## src/rtl/frame_line_packer_pkg.sv

```systemverilog
// Types and command codes shared by the line packer and the frame uploader.
package frame_packer_types;

    typedef enum logic [2:0] {
        StWaitFrame,
        StRowActive,
        StRowDrop,
        StRowCommit,
        StNextRow,
        StFrameEnd
    } t_state;

    localparam logic [1:0] CMD_FRAME_START = 2'd1;
    localparam logic [1:0] CMD_ROW_READY   = 2'd2;
    localparam logic [1:0] CMD_FRAME_END   = 2'd3;

endpackage

```

## src/rtl/frame_line_packer_if.sv

```systemverilog
// Camera stream, line buffer write port, bank handshake and command queue of the line packer.
interface frame_line_packer_if;

    logic        cam_frame_start;
    logic        cam_pixel_valid;
    logic [15:0] cam_pixel;
    logic        lb_wr_en;
    logic [10:0] lb_wr_addr;
    logic [31:0] lb_wr_data;
    logic        rd_bank;
    logic        line_release;
    logic        command_data_valid;
    logic [1:0]  command_data;
    logic        read_rdy;
    logic        overflow;
    logic        frame_error;

    modport master (
        input  cam_frame_start, cam_pixel_valid, cam_pixel, line_release, read_rdy,
        output lb_wr_en, lb_wr_addr, lb_wr_data, rd_bank, command_data_valid, command_data,
               overflow, frame_error
    );

    modport slave (
        output cam_frame_start, cam_pixel_valid, cam_pixel, line_release, read_rdy,
        input  lb_wr_en, lb_wr_addr, lb_wr_data, rd_bank, command_data_valid, command_data,
               overflow, frame_error
    );

endinterface

```

## src/rtl/frame_line_packer_cmd_fifo.sv

```systemverilog
// First-word-fall-through command FIFO; a pop in the same cycle frees the slot for a push.
module cmd_fifo #(
    parameter int unsigned Width = 2,
    parameter int unsigned Depth = 8
) (
    input  logic             clk,
    input  logic             reset_n,
    input  logic             push,
    input  logic [Width-1:0] push_data,
    input  logic             pop,
    output logic [Width-1:0] pop_data,
    output logic             full,
    output logic             empty
);

    localparam int unsigned PtrW = (Depth > 1) ? $clog2(Depth) : 1;

    logic [Width-1:0] mem_q [Depth];
    logic [PtrW-1:0]  wr_ptr_q, rd_ptr_q;
    logic [PtrW:0]    count_q;
    logic             do_push, do_pop;

    assign empty    = (count_q == '0);
    assign full     = (count_q == (PtrW+1)'(Depth));
    assign do_pop   = pop && !empty;
    assign do_push  = push && (!full || do_pop);
    assign pop_data = mem_q[rd_ptr_q];

    always_ff @(posedge clk) begin
        if (do_push) begin
            mem_q[wr_ptr_q] <= push_data;
        end
    end

    always_ff @(posedge clk or negedge reset_n) begin
        if (!reset_n) begin
            wr_ptr_q <= '0;
            rd_ptr_q <= '0;
            count_q  <= '0;
        end else begin
            if (do_push) begin
                wr_ptr_q <= wr_ptr_q + PtrW'(1);
            end
            if (do_pop) begin
                rd_ptr_q <= rd_ptr_q + PtrW'(1);
            end
            case ({do_push, do_pop})
                2'b10:   count_q <= count_q + (PtrW+1)'(1);
                2'b01:   count_q <= count_q - (PtrW+1)'(1);
                default: count_q <= count_q;
            endcase
        end
    end

endmodule

```

## src/rtl/frame_line_packer.sv

```systemverilog
// Packs RGB565 pixel pairs into a double-banked line buffer and queues frame/row commands
// for the uploader, holding each committed bank until the uploader releases it.
module frame_line_packer
    import frame_packer_types::*;
#(
    parameter int unsigned FRAME_WIDTH  = 640,
    parameter int unsigned FRAME_HEIGHT = 480,
    parameter int unsigned CMD_DEPTH    = 8
) (
    input  logic                clk,
    input  logic                reset_n,
    frame_line_packer_if.master bus
);

    localparam int unsigned RowW    = $clog2(FRAME_HEIGHT + 1);
    localparam logic [10:0] LastCol = 11'(FRAME_WIDTH - 1);

    t_state          state_q;
    logic [10:0]     col_q;
    logic [RowW-1:0] row_q;
    logic [15:0]     lo_pix_q;
    logic            wr_bank_q, rd_bank_q;
    logic [1:0]      bank_busy_q, bank_busy_d;
    logic            overflow_q, frame_error_q;
    logic            lb_wr_en_q;
    logic [10:0]     lb_wr_addr_q;
    logic [31:0]     lb_wr_data_q;

    logic            push_en, push_ok, commit_ok, release_ok;
    logic [1:0]      push_cmd, fifo_data;
    logic            fifo_full, fifo_empty;
    logic [RowW-1:0] row_inc;

    assign row_inc = row_q + RowW'(1);

    always_comb begin
        push_en  = 1'b0;
        push_cmd = CMD_FRAME_START;
        if (bus.cam_frame_start) begin
            push_en = 1'b1;
        end else if (state_q == StRowCommit) begin
            push_en  = 1'b1;
            push_cmd = CMD_ROW_READY;
        end else if (state_q == StFrameEnd) begin
            push_en  = 1'b1;
            push_cmd = CMD_FRAME_END;
        end
        // A full FIFO still accepts the push when the uploader pops in the same cycle.
        push_ok    = !fifo_full || bus.read_rdy;
        commit_ok  = !bus.cam_frame_start && (state_q == StRowCommit) && push_ok;
        release_ok = bus.line_release && bank_busy_q[rd_bank_q];

        bank_busy_d = bank_busy_q;
        if (release_ok) begin
            bank_busy_d[rd_bank_q] = 1'b0;
        end
        if (commit_ok) begin
            bank_busy_d[wr_bank_q] = 1'b1;
        end
    end

    always_ff @(posedge clk or negedge reset_n) begin
        if (!reset_n) begin
            bank_busy_q <= 2'b00;
            rd_bank_q   <= 1'b0;
        end else begin
            bank_busy_q <= bank_busy_d;
            if (release_ok) begin
                rd_bank_q <= !rd_bank_q;
            end
        end
    end

    always_ff @(posedge clk or negedge reset_n) begin
        if (!reset_n) begin
            state_q       <= StWaitFrame;
            col_q         <= '0;
            row_q         <= '0;
            lo_pix_q      <= '0;
            wr_bank_q     <= 1'b0;
            overflow_q    <= 1'b0;
            frame_error_q <= 1'b0;
            lb_wr_en_q    <= 1'b0;
            lb_wr_addr_q  <= '0;
            lb_wr_data_q  <= '0;
        end else begin
            lb_wr_en_q <= 1'b0;
            if (bus.cam_frame_start) begin
                // Any partial row is abandoned; committed banks keep their busy state.
                col_q <= '0;
                row_q <= '0;
                if (state_q != StWaitFrame) begin
                    frame_error_q <= 1'b1;
                end
                if (push_ok) begin
                    state_q <= StRowActive;
                end else begin
                    overflow_q <= 1'b1;
                    state_q    <= StWaitFrame;
                end
            end else begin
                case (state_q)
                    StWaitFrame: ;
                    StRowActive: begin
                        if (bus.cam_pixel_valid) begin
                            if (col_q == '0 && bank_busy_q[wr_bank_q]) begin
                                overflow_q <= 1'b1;
                                col_q      <= col_q + 11'd1;
                                state_q    <= StRowDrop;
                            end else begin
                                if (!col_q[0]) begin
                                    lo_pix_q <= bus.cam_pixel;
                                end else begin
                                    lb_wr_en_q   <= 1'b1;
                                    lb_wr_addr_q <= {wr_bank_q, col_q[10:1]};
                                    lb_wr_data_q <= {bus.cam_pixel, lo_pix_q};
                                end
                                if (col_q == LastCol) begin
                                    col_q   <= '0;
                                    state_q <= StRowCommit;
                                end else begin
                                    col_q <= col_q + 11'd1;
                                end
                            end
                        end
                    end
                    StRowDrop: begin
                        if (bus.cam_pixel_valid) begin
                            if (col_q == LastCol) begin
                                col_q   <= '0;
                                state_q <= StNextRow;
                            end else begin
                                col_q <= col_q + 11'd1;
                            end
                        end
                    end
                    StRowCommit: begin
                        // Without room for the command the row is dropped and its bank reused.
                        if (push_ok) begin
                            wr_bank_q <= !wr_bank_q;
                        end else begin
                            overflow_q <= 1'b1;
                        end
                        state_q <= StNextRow;
                    end
                    StNextRow: begin
                        row_q <= row_inc;
                        col_q <= '0;
                        if (row_inc == RowW'(FRAME_HEIGHT)) begin
                            state_q <= StFrameEnd;
                        end else begin
                            state_q <= StRowActive;
                        end
                    end
                    StFrameEnd: begin
                        if (push_ok) begin
                            state_q <= StWaitFrame;
                        end
                    end
                    default: state_q <= StWaitFrame;
                endcase
            end
        end
    end

    cmd_fifo #(
        .Width (2),
        .Depth (CMD_DEPTH)
    ) u_cmd_fifo (
        .clk       (clk),
        .reset_n   (reset_n),
        .push      (push_en && push_ok),
        .push_data (push_cmd),
        .pop       (bus.read_rdy),
        .pop_data  (fifo_data),
        .full      (fifo_full),
        .empty     (fifo_empty)
    );

    assign bus.lb_wr_en           = lb_wr_en_q;
    assign bus.lb_wr_addr         = lb_wr_addr_q;
    assign bus.lb_wr_data         = lb_wr_data_q;
    assign bus.rd_bank            = rd_bank_q;
    assign bus.command_data_valid = !fifo_empty;
    assign bus.command_data       = fifo_empty ? 2'b00 : fifo_data;
    assign bus.overflow           = overflow_q;
    assign bus.frame_error        = frame_error_q;

endmodule

```

## src/flat_wrapper.sv

```systemverilog
// flat-port wrapper written by rule: the top's interface ports become plain ports
module frame_line_packer_flat import frame_packer_types::*;
#(
    parameter int unsigned FRAME_WIDTH  = 640,
    parameter int unsigned FRAME_HEIGHT = 480,
    parameter int unsigned CMD_DEPTH    = 8
)
  (clk, reset_n, bus_cam_frame_start, bus_cam_pixel_valid, bus_cam_pixel, bus_line_release, bus_read_rdy, bus_lb_wr_en, bus_lb_wr_addr, bus_lb_wr_data, bus_rd_bank, bus_command_data_valid, bus_command_data, bus_overflow, bus_frame_error);
  frame_line_packer_if bus_i ();
  input  logic clk;
  input  logic reset_n;
  input wire logic [$bits(bus_i.cam_frame_start)-1:0] bus_cam_frame_start;
  input wire logic [$bits(bus_i.cam_pixel_valid)-1:0] bus_cam_pixel_valid;
  input wire logic [$bits(bus_i.cam_pixel)-1:0] bus_cam_pixel;
  input wire logic [$bits(bus_i.line_release)-1:0] bus_line_release;
  input wire logic [$bits(bus_i.read_rdy)-1:0] bus_read_rdy;
  output wire logic [$bits(bus_i.lb_wr_en)-1:0] bus_lb_wr_en;
  output wire logic [$bits(bus_i.lb_wr_addr)-1:0] bus_lb_wr_addr;
  output wire logic [$bits(bus_i.lb_wr_data)-1:0] bus_lb_wr_data;
  output wire logic [$bits(bus_i.rd_bank)-1:0] bus_rd_bank;
  output wire logic [$bits(bus_i.command_data_valid)-1:0] bus_command_data_valid;
  output wire logic [$bits(bus_i.command_data)-1:0] bus_command_data;
  output wire logic [$bits(bus_i.overflow)-1:0] bus_overflow;
  output wire logic [$bits(bus_i.frame_error)-1:0] bus_frame_error;
  assign bus_i.cam_frame_start = bus_cam_frame_start;
  assign bus_i.cam_pixel_valid = bus_cam_pixel_valid;
  assign bus_i.cam_pixel = bus_cam_pixel;
  assign bus_i.line_release = bus_line_release;
  assign bus_i.read_rdy = bus_read_rdy;
  assign bus_lb_wr_en = bus_i.lb_wr_en;
  assign bus_lb_wr_addr = bus_i.lb_wr_addr;
  assign bus_lb_wr_data = bus_i.lb_wr_data;
  assign bus_rd_bank = bus_i.rd_bank;
  assign bus_command_data_valid = bus_i.command_data_valid;
  assign bus_command_data = bus_i.command_data;
  assign bus_overflow = bus_i.overflow;
  assign bus_frame_error = bus_i.frame_error;
  frame_line_packer #(.FRAME_WIDTH(FRAME_WIDTH), .FRAME_HEIGHT(FRAME_HEIGHT), .CMD_DEPTH(CMD_DEPTH)) u_core (.clk(clk), .reset_n(reset_n), .bus(bus_i));
endmodule
```

## config.mk

```make
export PLATFORM = sky130hd
export DESIGN_NAME = frame_line_packer_flat
export DESIGN_NICKNAME = d
export VERILOG_FILES = /design/src/rtl/frame_line_packer_pkg.sv /design/src/rtl/frame_line_packer_if.sv /design/src/rtl/frame_line_packer_cmd_fifo.sv /design/src/rtl/frame_line_packer.sv /design/src/flat_wrapper.sv
export SDC_FILE = /design/constraint.sdc
export NUM_CORES = 1
export LEC_CHECK = 0
export ABC_AREA = 0
export BUFFER_PORTS_ARGS = -buffer_cell sky130_fd_sc_hd__buf_2
export CAP_MARGIN = 0
export CORE_MARGIN = 1
export CORE_UTILIZATION = 25
export CTS_CLUSTER_SIZE = 20
export DETAILED_ROUTE_END_ITERATION = 8
export HOLD_SLACK_MARGIN = 0.15
export SYNTH_ARGS = -nofsm -noshare
export SYNTH_HDL_FRONTEND = slang
export SYNTH_SLANG_ARGS = --single-unit
```

## constraint.sdc

```tcl
create_clock -name clk -period 3.2 [get_ports clk]
set_clock_uncertainty 0.05 [all_clocks]
set_input_delay 0.32 -clock clk [delete_from_list [all_inputs] [get_ports clk]]
set_output_delay 0.32 -clock clk [all_outputs]
set_load 0.02 [all_outputs]
```

* Yosys cells after proc, flatten, opt, wreduce, memory -nomap -nowiden *
Memory sizes are Yosys's and may differ from the RTL's.
Cells that the tools add are included.

operators by class
  add/subtract/negate cells = 6
  equal/unequal tests = 17
  order comparisons = 4
  mux-type cells = 48
  reduce and logical (&&, ||, !) cells = 31
  bitwise logic cells = 6

operator list
  kind                                                                      count
  11-bit 2-to-1 mux                                                         5
  11-bit one-hot mux with 3 select lines                                    1
  3-bit 2-to-1 mux                                                          8
  1-bit 2-to-1 mux                                                          21
  9-bit 2-to-1 mux                                                          2
  3-bit one-hot mux with 6 select lines                                     1
  2-bit 2-to-1 mux                                                          6
  11-bit by 1-bit adder with 11-bit output (second input constant)          1
  11-bit by 10-bit == test with 1-bit output (second input constant)        1
  11-bit logical NOT                                                        1
  5-bit AND reduction                                                       2
  9-bit by 1-bit adder with 9-bit output (second input constant)            1
  9-bit == test (second input constant)                                     1
  1-bit logical AND                                                         9
  3-bit by 2-bit inequality test with 1-bit output (second input constant)  3
  3-bit AND reduction                                                       3
  4-bit one-hot mux with 2 select lines                                     1
  3-bit by 1-bit adder with 3-bit output (second input constant)            2
  3-bit by 2-bit == test with 1-bit output (second input constant)          2
  3-bit == test (second input constant)                                     2
  3-bit inequality test (second input constant)                             2
  6-bit AND reduction                                                       1
  3-bit nonzero test                                                        2
  1-bit logical NOT                                                         5
  other kinds (22)                                                          29

word-level totals
  output and inout port bits = 50
  memories = 1
  word-level logic and storage cells = 128
  flip-flop bits (word level) = 99
  bits of input ports = 22
  RAM bits = 16

memories
  memory                   depth  bits a word  rd ports  clocked after Yosys merged registers in  wr ports  RTL line                          text
  u_core.u_cmd_fifo.mem_q  8      2            1         0                                        1         frame_line_packer_cmd_fifo.sv:18  logic [Width-1:0] mem_q [Depth];

* Logic depth before layout (Yosys ltp) *
Gate-level depths: netlist (run 1).

  depth in word-level cells = 9
  depth in mapped cells = 12
  gate-level depth less buffers = 11

* By module *
Synthesis (run 1) repeated with hierarchy kept, for this count alone.

second synthesis, totals
  cells, all modules = 436
  area, all modules = 5,607.9 um^2

by module, submodules not included
  module             seq. area each (um^2)  cells each  area an instance (um^2)  instances
  frame_line_packer  2,227.1                344         4,327.9                  1
  cmd_fifo           730.7                  92          1,280.0                  1

* Least setup slack after synthesis (run 1) *
OpenSTA, ideal clock, no wires.

  kind = register to register
  start = register u_core.u_cmd_fifo.count_q[2]
  end = register u_core.u_cmd_fifo.count_q[2]
  clock period less this slack = 2,627 ps
  setup time = 125 ps
  arrival = 2,452 ps
  path buffers = 1
  required time = 3,025 ps
  setup slack = 573 ps
  stages on the path, launching flop included = 13
  cells stage by stage = dfrtp_1 > or3_4 > nor2_1 > inv_1 > and2_1 > clkbuf_1 > ha_1 > xor2_1 > ha_1 > a21oi_1 > xor2_1 > nor2_1 > xor2_1

between the ends
  word-level cells in the longest chain between the ends = 7
  elaborated cells on any way between the ends = 15
  classes of those cells = add/sub (2); eq/ne (3); mux (1); reduce/logical (9)

RTL lines
  item                                                                                RTL line                          text
  start: declaration                                                                  frame_line_packer_cmd_fifo.sv:20  logic [PtrW:0] count_q;
  start signal: assignment                                                            frame_line_packer_cmd_fifo.sv:48  2'b10: count_q <= count_q + (PtrW+1)'(1);
  start signal: assignment                                                            frame_line_packer_cmd_fifo.sv:49  2'b01: count_q <= count_q - (PtrW+1)'(1);
  start signal: assignment                                                            frame_line_packer_cmd_fifo.sv:50  default: count_q <= count_q;
  4-bit logical NOT *                                                                 frame_line_packer_cmd_fifo.sv:23  assign empty = (count_q == '0);
  1-bit logical NOT *                                                                 --
  net bus_command_data_valid                                                          flat_wrapper.sv:21                output wire logic [$bits(bus_i.command_data_valid)-1:0] bus_command_data_valid;
  1-bit logical AND *                                                                 frame_line_packer_cmd_fifo.sv:25  assign do_pop = pop && !empty;
  net u_core.u_cmd_fifo.do_pop                                                        frame_line_packer_cmd_fifo.sv:21  logic do_push, do_pop;
  1-bit logical OR                                                                    frame_line_packer_cmd_fifo.sv:26  assign do_push = push && (!full || do_pop);
  1-bit logical AND                                                                   frame_line_packer_cmd_fifo.sv:26
  2-bit by 1-bit == test with 1-bit output / 2-bit == test (equally long branches)    frame_line_packer_cmd_fifo.sv:47  case ({do_push, do_pop})
  4-bit one-hot mux with 2 select lines / 2-bit nonzero test (equally long branches)  --

Mark *: on every way through the listed nets, which the timed path passes. The rest lies on a longest branch.
A chain may end at the register's enable or synchronous reset.

* Worst setup path in the final report (run 1) *
  start = register u_core.state_q[2]
  end = register u_core.u_cmd_fifo.count_q[2]

between the ends
  word-level cells in the longest chain between the ends = 8
  elaborated cells on any way between the ends = 11
  classes of those cells = eq/ne (4); mux (4); reduce/logical (3)

RTL lines
  item                                                                                RTL line                          text
  start: declaration                                                                  frame_line_packer.sv:18           t_state state_q;
  start signal: assignment                                                            frame_line_packer.sv:76           state_q <= StWaitFrame;
  start signal: assignment                                                            frame_line_packer.sv:96           state_q <= StRowActive;
  start signal: assignment                                                            frame_line_packer.sv:99           state_q <= StWaitFrame;
  3-bit == test                                                                       frame_line_packer.sv:44           end else if (state_q == StFrameEnd) begin
  1-bit 2-to-1 mux                                                                    frame_line_packer.sv:44
  1-bit 2-to-1 mux *                                                                  frame_line_packer.sv:41           end else if (state_q == StRowCommit) begin
  1-bit 2-to-1 mux *                                                                  frame_line_packer.sv:39           if (bus.cam_frame_start) begin
  1-bit logical AND *                                                                 frame_line_packer.sv:172          .push (push_en && push_ok),
  1-bit logical AND *                                                                 frame_line_packer_cmd_fifo.sv:26
  2-bit by 1-bit == test with 1-bit output / 2-bit == test (equally long branches)    frame_line_packer_cmd_fifo.sv:47
  4-bit one-hot mux with 2 select lines / 2-bit nonzero test (equally long branches)  --

Mark *: on every way between the ends. The rest lies on a longest branch, timed or not.

==> results of run 1 <==
-- layout by cell type (no fill, tap or decap), types with 4 or more instances in the layout --
cell type / Yosys / routed
dfrtp_1: 99 / 99
buf_2: 3 / 70
mux2_2: 61 / 61
nor2_1: 28 / 28
nand2_1: 20 / 20
clkbuf_16: 0 / 18
dlygate4sd3_1: 0 / 18
edfxtp_1: 16 / 16
nor3_1: 15 / 15
xor2_1: 13 / 13
xnor2_1: 13 / 13
inv_1: 12 / 12
o21ai_0: 12 / 12
a21oi_1: 9 / 9
nand3_1: 9 / 9
ha_1: 9 / 9
buf_4: 8 / 7
nand2b_1: 6 / 6
nor3b_1: 5 / 5
nand4_1: 5 / 5
clkbuf_8: 0 / 5
mux4_2: 4 / 4
mux2i_1: 4 / 4
and3_1: 4 / 4
-- critical path, delay by kind of cell, from the launching register on --
kind                     cells  cell delay [ns]
AO/OA/AOI/OAI                2             0.60
XOR/XNOR                     4             0.68
adder cells (fa/ha/maj)      2             0.48
buffers and inverters        1             0.13
flip-flops                   1             0.51
AND/OR/NAND/NOR              2             0.15
-- synth_stat cells (2+ instances only) --
library cell and count:
dfrtp_1 99, mux2_2 61, nor2_1 28, nand2_1 20
edfxtp_1 16, nor3_1 15, xnor2_1 13, xor2_1 13
inv_1 12, o21ai_0 12, a21oi_1 9, ha_1 9
nand3_1 9, buf_4 8, nand2b_1 6, nand4_1 5
nor3b_1 5, and3_1 4, clkbuf_1 4, mux2i_1 4
mux4_2 4, and2_1 3, buf_2 3, o22ai_1 3
and4_1 2, mux2_1 2, nand3b_1 2, o21bai_1 2
o31ai_1 2, or3_4 2
-- flip-flops by register name (all words and copies together), names as in the netlist, 4 cells and up --
name / flops
u_core.bus.lb_wr_addr: 11
u_core.lo_pix_q: 16
u_core.row_q: 9
u_core.bus.lb_wr_data: 32
u_core.col_q: 11
u_core.u_cmd_fifo.count_q: 4
u_core.u_cmd_fifo.mem_q: 16
-- metal layers --
layer / global-route usage, % / wire [um] / vias to the layer above
li1: - / - / 1629
met1: 12.76 / 4752 / 1705
met2: 18.06 / 5150 / 86
met3: 4.326 / 590 / 12
met4: 3.316 / 126 / 0
met5: 0 / 0 / -
-- power groups by stage --
stage               Sequential [mW]  Combinational [mW]  Clock, mW
global route                   2.41                1.93       2.16
global placement               2.32                1.72          0
detailed placement             2.36                1.78          0
finish                         2.34                1.77       2.03
floorplan                      2.50                1.08          0
CTS                            2.34                1.80       2.09
-- cell families (layout without fill, tap and decap cells) --
family / Yosys count / count (layout) / synth area share [%]
simple gates: 111 / 111 / 11.69
mux: 72 / 72 / 16.56
fa+ha+maj: 10 / 10 / 2.376
buf+inv: 29 / 139 / 2.909
flops: 115 / 115 / 57.31
xor+xnor: 26 / 26 / 4.412
compound gates: 38 / 38 / 4.752
-- worst paths after layout --
path / from / to / slack [ns] / cells past startpoint
worst min-delay path: bus_cam_frame_start / u_core.bus.frame_error / 0.25 / 3
worst max register to register: u_core.state_q[2] / u_core.u_cmd_fifo.count_q[2] / 0.47 / 11
worst min register to register: u_core.bus.lb_wr_data[28] / u_core.bus.lb_wr_data[28] / 0.45 / 1
max in group asynchronous: reset_n / u_core.state_q[1] / 1.75 / 3
worst max-delay path: u_core.state_q[2] / u_core.u_cmd_fifo.count_q[2] / 0.47 / 11
min in group asynchronous: reset_n / u_core.col_q[6] / 0.47 / 2
-- final cells by class --
type                            count  area share, %
Sequential cell                   115          44.68
Multi-Input combinational cell    257          31.01
Timing Repair Buffer               95          8.807
Clock buffer                       25          7.957
Tap cell                          270          5.103
Clock inverter                      7          1.758
Inverter                           12         0.6804
-- stage by stage --
stage	hold slack (ns)	power (mW)	instance area [um^2]	utilization (%)
after floorplan	-0.02559	3.581	5161	-
after global placement	0.3844	4.043	5797	28.65
after detailed placement	0.3879	4.133	5797	28.65
after CTS	0.2358	6.226	6620	32.72
after global routing	0.2789	6.493	6620	32.72
final	0.2501	6.136	6620	32.72
==> results_dict.tcl, run 1 <==
set metrics [dict create \
    n_antenna_cell 0 \
    setup_viol 0 \
    min_period_over_period_pct 85.46 \
    drt_first_pass_iters 4 \
    worst-path-max-fanout 10 \
    crit_slowest_cell "dfrtp_1" \
    maxCapViolCount 0 \
    yosysUniqueCellTypes 54 \
    grt_overflow 0 \
    clockRootBuffer "clkbuf_16" \
    io_buffers 71 \
    dpl.hpwl_um 7243 \
    chipHeight_um 145.7 \
    ctsHoldBuffers 18 \
    fin_setup_tns_ns 0 \
    synth_top_area_share_pct 48.00 \
    maxSlewHeadroom_pct 47.48 \
    status "finished clean" \
    hold_class "in2reg" \
    place_ws_ns 0.5203 \
    synth_area_per_cell_um2 12.87 \
    cp_cell_sequence "xor2_1 -> nand2_1 -> a21oi_1 -> inv_1 -> ha_1 -> xor2_1 -> ha_1 -> a21oi_1 -> xor2_1 -> nor2_1 -> xor2_1" \
    nets 529 \
    p_sw_share_pct 31.95 \
    synth_edf_count 16 \
    yosys.area.top_type "dfrtp_1" \
    drt_iter0_markers 185 \
    fin_ws_ns 0.4652 \
    ctsHtreeMaxLevel 4 \
    tightestPinTransition_ns 0.7879 \
    antenna_found_initial 0 \
    critPathKind "reg2reg" \
    grt_usage_pct 10.84 \
    placed_cells 731 \
    io_pins 72 \
    finalCriticalPeriod_ns 2.735 \
    rsz0062_at_grt "no" \
    yosys_warnings 0 \
    syn_inst 401 \
    critPathLaunchType "register" \
    cts_tree "built" \
    routed_wl_um 10620 \
    ys_top_cells_by_area "dfrtp_1, mux2_2, edfxtp_1, xnor2_1, xor2_1" \
    synth_area_mm2 0.005161 \
    async_flop_share_pct 86.09 \
    cts_made_buffers 17 \
    crit_required_ns 3.43 \
    multi_input_area_mm2 0.002053 \
    grt_pass1_vias 3646 \
    end_kind "register" \
    drive_gt1_share_pct 35.81 \
    synth_nets 432 \
    clk_pin_slew_ns 0.05 \
    clock_sinks 115 \
    pwr-share-clk_pct 33.0 \
    final_antenna_net_count 0 \
    via_per_inst 4.394 \
    finalWeightedCongestion 0.7495 \
    postCtsSetupRepairBufs 0 \
    row_count 52 \
    die_area_mm2 0.02122 \
    ys.flop_type "dfrtp_1" \
    grt_max_degree 61 \
    dieWidth_um 145.7 \
    num-fill-cells 1965 \
    vias 3432 \
    synth-seq-area-share_pct 57.31 \
    cellLeakagePower_nw 2.937 \
    fp.coreArea_mm2 0.02023 \
    p_comb_share_pct 28.9 \
    critPathArrivalTime_ns 2.97 \
    max_freq_mhz 365.7 \
    powerDensity_mw_per_mm2 926.9 \
    area_delta_synth_final_pct 28.27 \
    ir_drop_mv 0.4931 \
    critPathMaxStageDelay_ns 0.51 \
    p_switching_mw 1.961 \
    seq_area_mm2 0.002958 \
    drc 0 \
    start_util_pct 25.51 \
    drv_slew 0 \
    clock_path_buffers 2 \
    hold_violations 0 \
    clock_latency_ns 0.41 \
    avgRoutedWirePerCell_um 13.60 \
    layout.cells.non_filler 781 \
    p_int_mw 4.175 \
    seq_power_share_pct 38.1 \
    cp_common_cell "xor2_1" \
    cts_resized 0 \
    grt_pass1_wl_um 18290 \
    synth_seq_cells 115 \
]
No activity file was read; power rests on OpenSTA's default activity.
==> run 2: changes to the inputs <==
Settings changed: CORE_ASPECT_RATIO from default to 0.7, PLACE_DENSITY from default to 0.37.
==> run 2 against run 1 <==
- power shrank 2.6%
- count of clock-buffer cells in the layout shrank 6
- setup slack lost 0.019 ns
- utilization grew 0.22 points
- non-clock buffer count grew 2
- critical endpoint unchanged
- largest power group unchanged
- via count shrank 2.2%
- cell area shrank 0.42%
- critical path depth is the same
==> results_dict.tcl, run 2 (same netlist as run 1, synthesis figures left out) <==
set metrics [dict create \
    fp.coreArea_mm2 0.02001 \
    die_area_mm2 0.02123 \
    drt_iter0_markers 149 \
    min_period_over_period_pct 86.05 \
    grt_pass1_wl_um 19000 \
    ir_drop_mv 0.3221 \
    critPathKind "reg2reg" \
    p_switching_mw 2.030 \
    critPathLaunchType "register" \
    rsz0062_at_grt "no" \
    fin_util_pct 32.94 \
    fin_setup_tns_ns 0 \
    finalWeightedCongestion 0.7586 \
    drv_slew 0 \
    clk_pin_slew_ns 0.06 \
    antenna_found_initial 0 \
    status "finished clean" \
    placed_cells 733 \
    routed_wl_um 11610 \
    io_buffers 71 \
    clock_latency_ns 0.42 \
    stdcell_area_mm2 0.006593 \
    cts_resized 0 \
    area_delta_synth_final_pct 27.73 \
    final_antenna_net_count 0 \
    drc 0 \
    n_antenna_cell 0 \
    hold_class "in2reg" \
    nets 531 \
    via_per_inst 4.286 \
    whs_ns 0.2322 \
    p_comb_share_pct 29.7 \
    cellLeakagePower_nw 2.921 \
    io_pins 72 \
    maxSlewHeadroom_pct 61.00 \
    worst-path-max-fanout 6 \
    ctsHoldBuffers 18 \
    drt_first_pass_iters 4 \
    place_area_mm2 0.005824 \
    cts_tree "built" \
    final_common_cell "dfrtp_1" \
    drive_gt1_share_pct 36.45 \
    grt_pass1_vias 3419 \
    grt_max_degree 45 \
    row_count 43 \
    crit_required_ns 3.44 \
    grt_usage_pct 11.84 \
    clock_sinks 115 \
    dpl.hpwl_um 7831 \
    ctsHtreeMaxLevel 4 \
    grt_overflow 0 \
    maxCapViolCount 0 \
    pwr-share-clk_pct 31.3 \
    powerDensity_mw_per_mm2 906.7 \
    avgRoutedWirePerCell_um 14.82 \
    chipHeight_um 122.2 \
    tightestPinTransition_ns 0.5849 \
    p_int_mw 3.947 \
    clock_path_buffers 2 \
    setup_viol 0 \
    start_util_pct 25.79 \
    vias 3356 \
    dieWidth_um 173.7 \
    critPathArrivalTime_ns 2.99 \
    layout.cells.non_filler 783 \
    clockRootBuffer "clkbuf_16" \
    hold_violations 0 \
    finalCriticalPeriod_ns 2.753 \
    max_freq_mhz 363.2 \
    largest_reg_flops 32 \
    end_kind "register" \
    seq_power_share_pct 39.0 \
    cts_made_buffers 17 \
    p_sw_share_pct 33.96 \
    final_cell_mix "dfrtp_1, buf_2, mux2_2" \
    postCtsSetupRepairBufs 0 \
]
[run 2: cell count changes in the layout (fill, tap and decap cells not counted)]
cell,previous run,this run
inv_6,0,2
bufinv_16,3,1
clkbuf_1,2,0
buf_4,7,8
inv_4,0,1
clkinvlp_4,1,3
clkinv_4,1,3
buf_12,0,1
clkbuf_8,5,1
inv_8,0,1
[run 2: final cells by class]
class	instances	area, um^2
fillers	2036	13420
repair buffers	97	610.6
clock buffers	19	464.2
multi-input cells	257	2053
well taps	270	337.8
flip-flops and latches	115	2958
inverters	12	45.04
clock inverters	13	123.9
[run 2: per-layer routing]
layer / global-route usage, % / vias to the layer above / wire length [um]
li1: - / 1625 / -
met1: 16.19 / 1658 / 5942
met2: 15.98 / 63 / 4689
met3: 5.328 / 10 / 857
met4: 4.934 / 0 / 115
met5: 0 / - / 0
[run 2: power by group through the flow]
| stage | Clock [mW] | Combinational [mW] | Sequential (mW) |
|---|---|---|---|
| final | 1.87 | 1.77 | 2.33 |
| after global routing | 2.00 | 1.95 | 2.40 |
| after CTS | 1.92 | 1.81 | 2.34 |
| after detailed placement | 0 | 1.78 | 2.35 |
| after global placement | 0 | 1.79 | 2.34 |
| after floorplan | 0 | 1.08 | 2.50 |
[run 2: through the flow]
| step | power (mW) | worst slack (ns) |
|---|---|---|
| final | 5.978 | 0.4465 |
| after global routing | 6.358 | 0.2003 |
| after CTS | 6.064 | 0.4287 |
| after detailed placement | 4.133 | 0.4536 |
| after global placement | 4.127 | 0.5467 |
| after floorplan | 3.581 | 0.5731 |
[run 2: final timing paths]
kind | start | endpoint | slack, ns | depth (start not counted)
hold reg to reg | u_core.bank_busy_q[1] | u_core.bus.rd_bank | 0.43 | 1
max in group asynchronous | reset_n | u_core.lo_pix_q[13] | 1.90 | 3
setup / recovery | u_core.u_cmd_fifo.count_q[2] | u_core.u_cmd_fifo.count_q[2] | 0.45 | 11
setup reg to reg | u_core.u_cmd_fifo.count_q[2] | u_core.u_cmd_fifo.count_q[2] | 0.45 | 11
min in group asynchronous | reset_n | u_core.row_q[6] | 0.41 | 2
hold / removal | bus_cam_frame_start | u_core.bus.frame_error | 0.23 | 3
[run 2: worst max-delay path, stage by stage (launching register included)]
cell,delay [ns]
dfrtp_1,0.42
or3_4,0.41
nor3b_1,0.36
a21oi_1,0.20
inv_1,0.14
ha_1,0.27
xor2_1,0.10
ha_1,0.18
a21oi_1,0.14
xor2_1,0.16
nor2_1,0.06
xor2_1,0.14
==> run 3: changes to the inputs <==
Settings changed: CAP_MARGIN 0 to 30, CORE_UTILIZATION 25 to 53, PLACE_DENSITY 0.37 to 0.71, RECOVER_POWER from default to 50.
==> run 3 against run 2 <==
- setup slack worse by 0.025 ns
- utilization grew 36 points
- count of clock-buffer cells in the layout grew 4
- final cell count decreased by 19%
- the flow now finishes with violations (max-capacitance violations, max-slew violations)
- wire length is 11% lower
- power decreased by 1.3%
- global-route usage is 11 points higher
- critical path depth is the same
- die area fell by 52%
- largest cell class unchanged
- highest routed layer unchanged
- non-clock buffer count fell by 1
==> results_dict.tcl, run 3 (same netlist as run 1, synthesis figures left out) <==
set metrics [dict create \
    end_kind "register" \
    violations "max-capacitance violations, max-slew violations" \
    grt_pass1_vias 3562 \
    drv_slew 30 \
    clk_pin_slew_ns 0.05 \
    hold_class "in2reg" \
    drt_first_pass_iters 4 \
    finalWeightedCongestion 0.8473 \
    grt_usage_pct 22.90 \
    largest_reg_flops 32 \
    fp.coreArea_mm2 0.009253 \
    routed_wl_um 10320 \
    r2r-start "u_core.state_q[1]" \
    worst-path-max-fanout 13 \
    start_util_pct 55.78 \
    hold_path_depth 3 \
    chipHeight_um 84.57 \
    rr_worst_depth 11 \
    crit_slowest_cell "dfrtp_1" \
    grt_max_degree 57 \
    min_period_over_period_pct 86.83 \
    grt_overflow 0 \
    final_common_cell "dfrtp_1" \
    critPathKind "reg2reg" \
    drc 0 \
    cp_cell_sequence "xor2_1 -> nand2_1 -> a21oi_1 -> inv_1 -> ha_1 -> xor2_1 -> ha_1 -> a21oi_1 -> xor2_1 -> nor2_1 -> xor2_1" \
    critPathLaunchType "register" \
    fin_setup_tns_ns 0 \
    p_total_mw 5.899 \
    clock_sinks 115 \
    cts_made_buffers 17 \
    ir_drop_mv 0.5564 \
    grt_pass1_wl_um 17680 \
    area_delta_synth_final_pct 23.01 \
    maxSlewHeadroom_pct -17.02 \
    clock_latency_ns 0.41 \
    final_antenna_net_count 0 \
    vias 3424 \
    dpl.hpwl_um 6858 \
    hold_start "bus_cam_frame_start" \
    crit_required_ns 3.44 \
    via_per_inst 5.384 \
    status "finished with violations" \
    max_freq_mhz 359.9 \
    die_area_mm2 0.01014 \
    critPathArrivalTime_ns 3.01 \
    io_buffers 71 \
    clockRootBuffer "clkbuf_16" \
    n_antenna_cell 0 \
    cellLeakagePower_nw 2.759 \
    powerDensity_mw_per_mm2 929.1 \
    drt_iter0_markers 257 \
    drive_gt1_share_pct 26.17 \
    critPathMaxStageDelay_ns 0.61 \
    finalCriticalPeriod_ns 2.778 \
    dieWidth_um 119.9 \
    row_count 29 \
    final_cell_mix "dfrtp_1, mux2_2, clkbuf_1" \
    cp_common_cell "xor2_1" \
    setup_viol 0 \
    cts_tree "built" \
    avgRoutedWirePerCell_um 16.23 \
    nets 530 \
    clock_path_buffers 2 \
    tightestPinTransition_ns 1.755 \
    hold_violations 0 \
    rsz0062_at_grt "no" \
    r2r_end "u_core.u_cmd_fifo.count_q[2]" \
    whs_endpoint "u_core.bus.frame_error" \
    maxCapViolCount 1 \
    postCtsSetupRepairBufs 0 \
    ctsHtreeMaxLevel 4 \
    antenna_found_initial 0 \
    r2r_slack_ns 0.42 \
    io_pins 72 \
]
[run 3: changes by cell type in the layout (fill, tap and decap cells not counted), sizes merged]
cell and delta:
clkinvlp -2, bufinv +1, inv -4, clkinv +1, clkbuf +53, buf -50
[run 3: cell type report]
class,count,area (um^2)
clock inverters,9,105.1
clock buffers,23,478.0
flip-flops and latches,115,2958
fillers,705,2904
repair buffers,96,554.3
well taps,124,155.1
inverters,12,45.04
multi-input cells,257,2053
[run 3: power by group]
group	switching, mW	internal [mW]
registers	0.384	1.97
clock network	0.637	1.20
logic	0.929	0.774
total	1.95	3.95
[run 3: worst max-delay path, delay by kind of cell, from the launching register on]
kind / cells / cell delay, ns
AND/OR/NAND/NOR: 2 / 0.14
XOR/XNOR: 4 / 0.65
buffers and inverters: 1 / 0.14
AO/OA/AOI/OAI: 2 / 0.57
flip-flops: 1 / 0.61
adder cells (fa/ha/maj): 2 / 0.48
[run 3: routing by layer]
layer	track usage (%)	share of wire [%]	wire [um]	vias up
met5	0	0	0	-
met4	8.636	1.3	131	0
met3	8.084	5.0	512	13
met2	34.43	47	4857	84
met1	30.63	47	4822	1705
li1	-	-	-	1622
[run 3: worst max path at each step]
| stage | slack, ns | endpoint | start | depth (start not counted) |
|---|---|---|---|---|
| global route | 0.19 | u_core.u_cmd_fifo.count_q[2] | u_core.state_q[1] | 11 |
| detailed placement | 0.45 | u_core.u_cmd_fifo.count_q[2] | u_core.state_q[1] | 11 |
| floorplan | 0.57 | u_core.u_cmd_fifo.count_q[2] | u_core.u_cmd_fifo.count_q[2] | 12 |
| CTS | 0.43 | u_core.u_cmd_fifo.count_q[2] | u_core.state_q[1] | 11 |
| finish | 0.42 | u_core.u_cmd_fifo.count_q[2] | u_core.state_q[1] | 11 |
| global placement | 0.56 | u_core.u_cmd_fifo.count_q[2] | u_core.state_q[1] | 11 |
[run 3: repair_timing]
| action | CTS | global route |
|---|---|---|
| hold buffers | 18 | 0 |
| resized for setup | 0 | 0 |
| endpoints found under the hold margin | 62 | 0 |
| endpoints found under the setup margin | 0 | 0 |
[run 3: through the flow]
step / setup WS, ns / hold WS (ns) / std cells / area [um^2] / util (%)
4_1_cts: 0.4297 / 0.2033 / 636 / 6417 / 69.36
3_5_place_dp: 0.4472 / 0.2330 / 586 / 5654 / 61.11
6_report: 0.4215 / 0.2181 / 636 / 6349 / 68.61
3_3_place_gp: 0.5554 / 0.4166 / 585 / 5627 / 60.81
5_1_grt: 0.1936 / 0.2525 / 636 / 6349 / 68.61
2_1_floorplan: 0.5731 / -0.02559 / 401 / 5161 / -
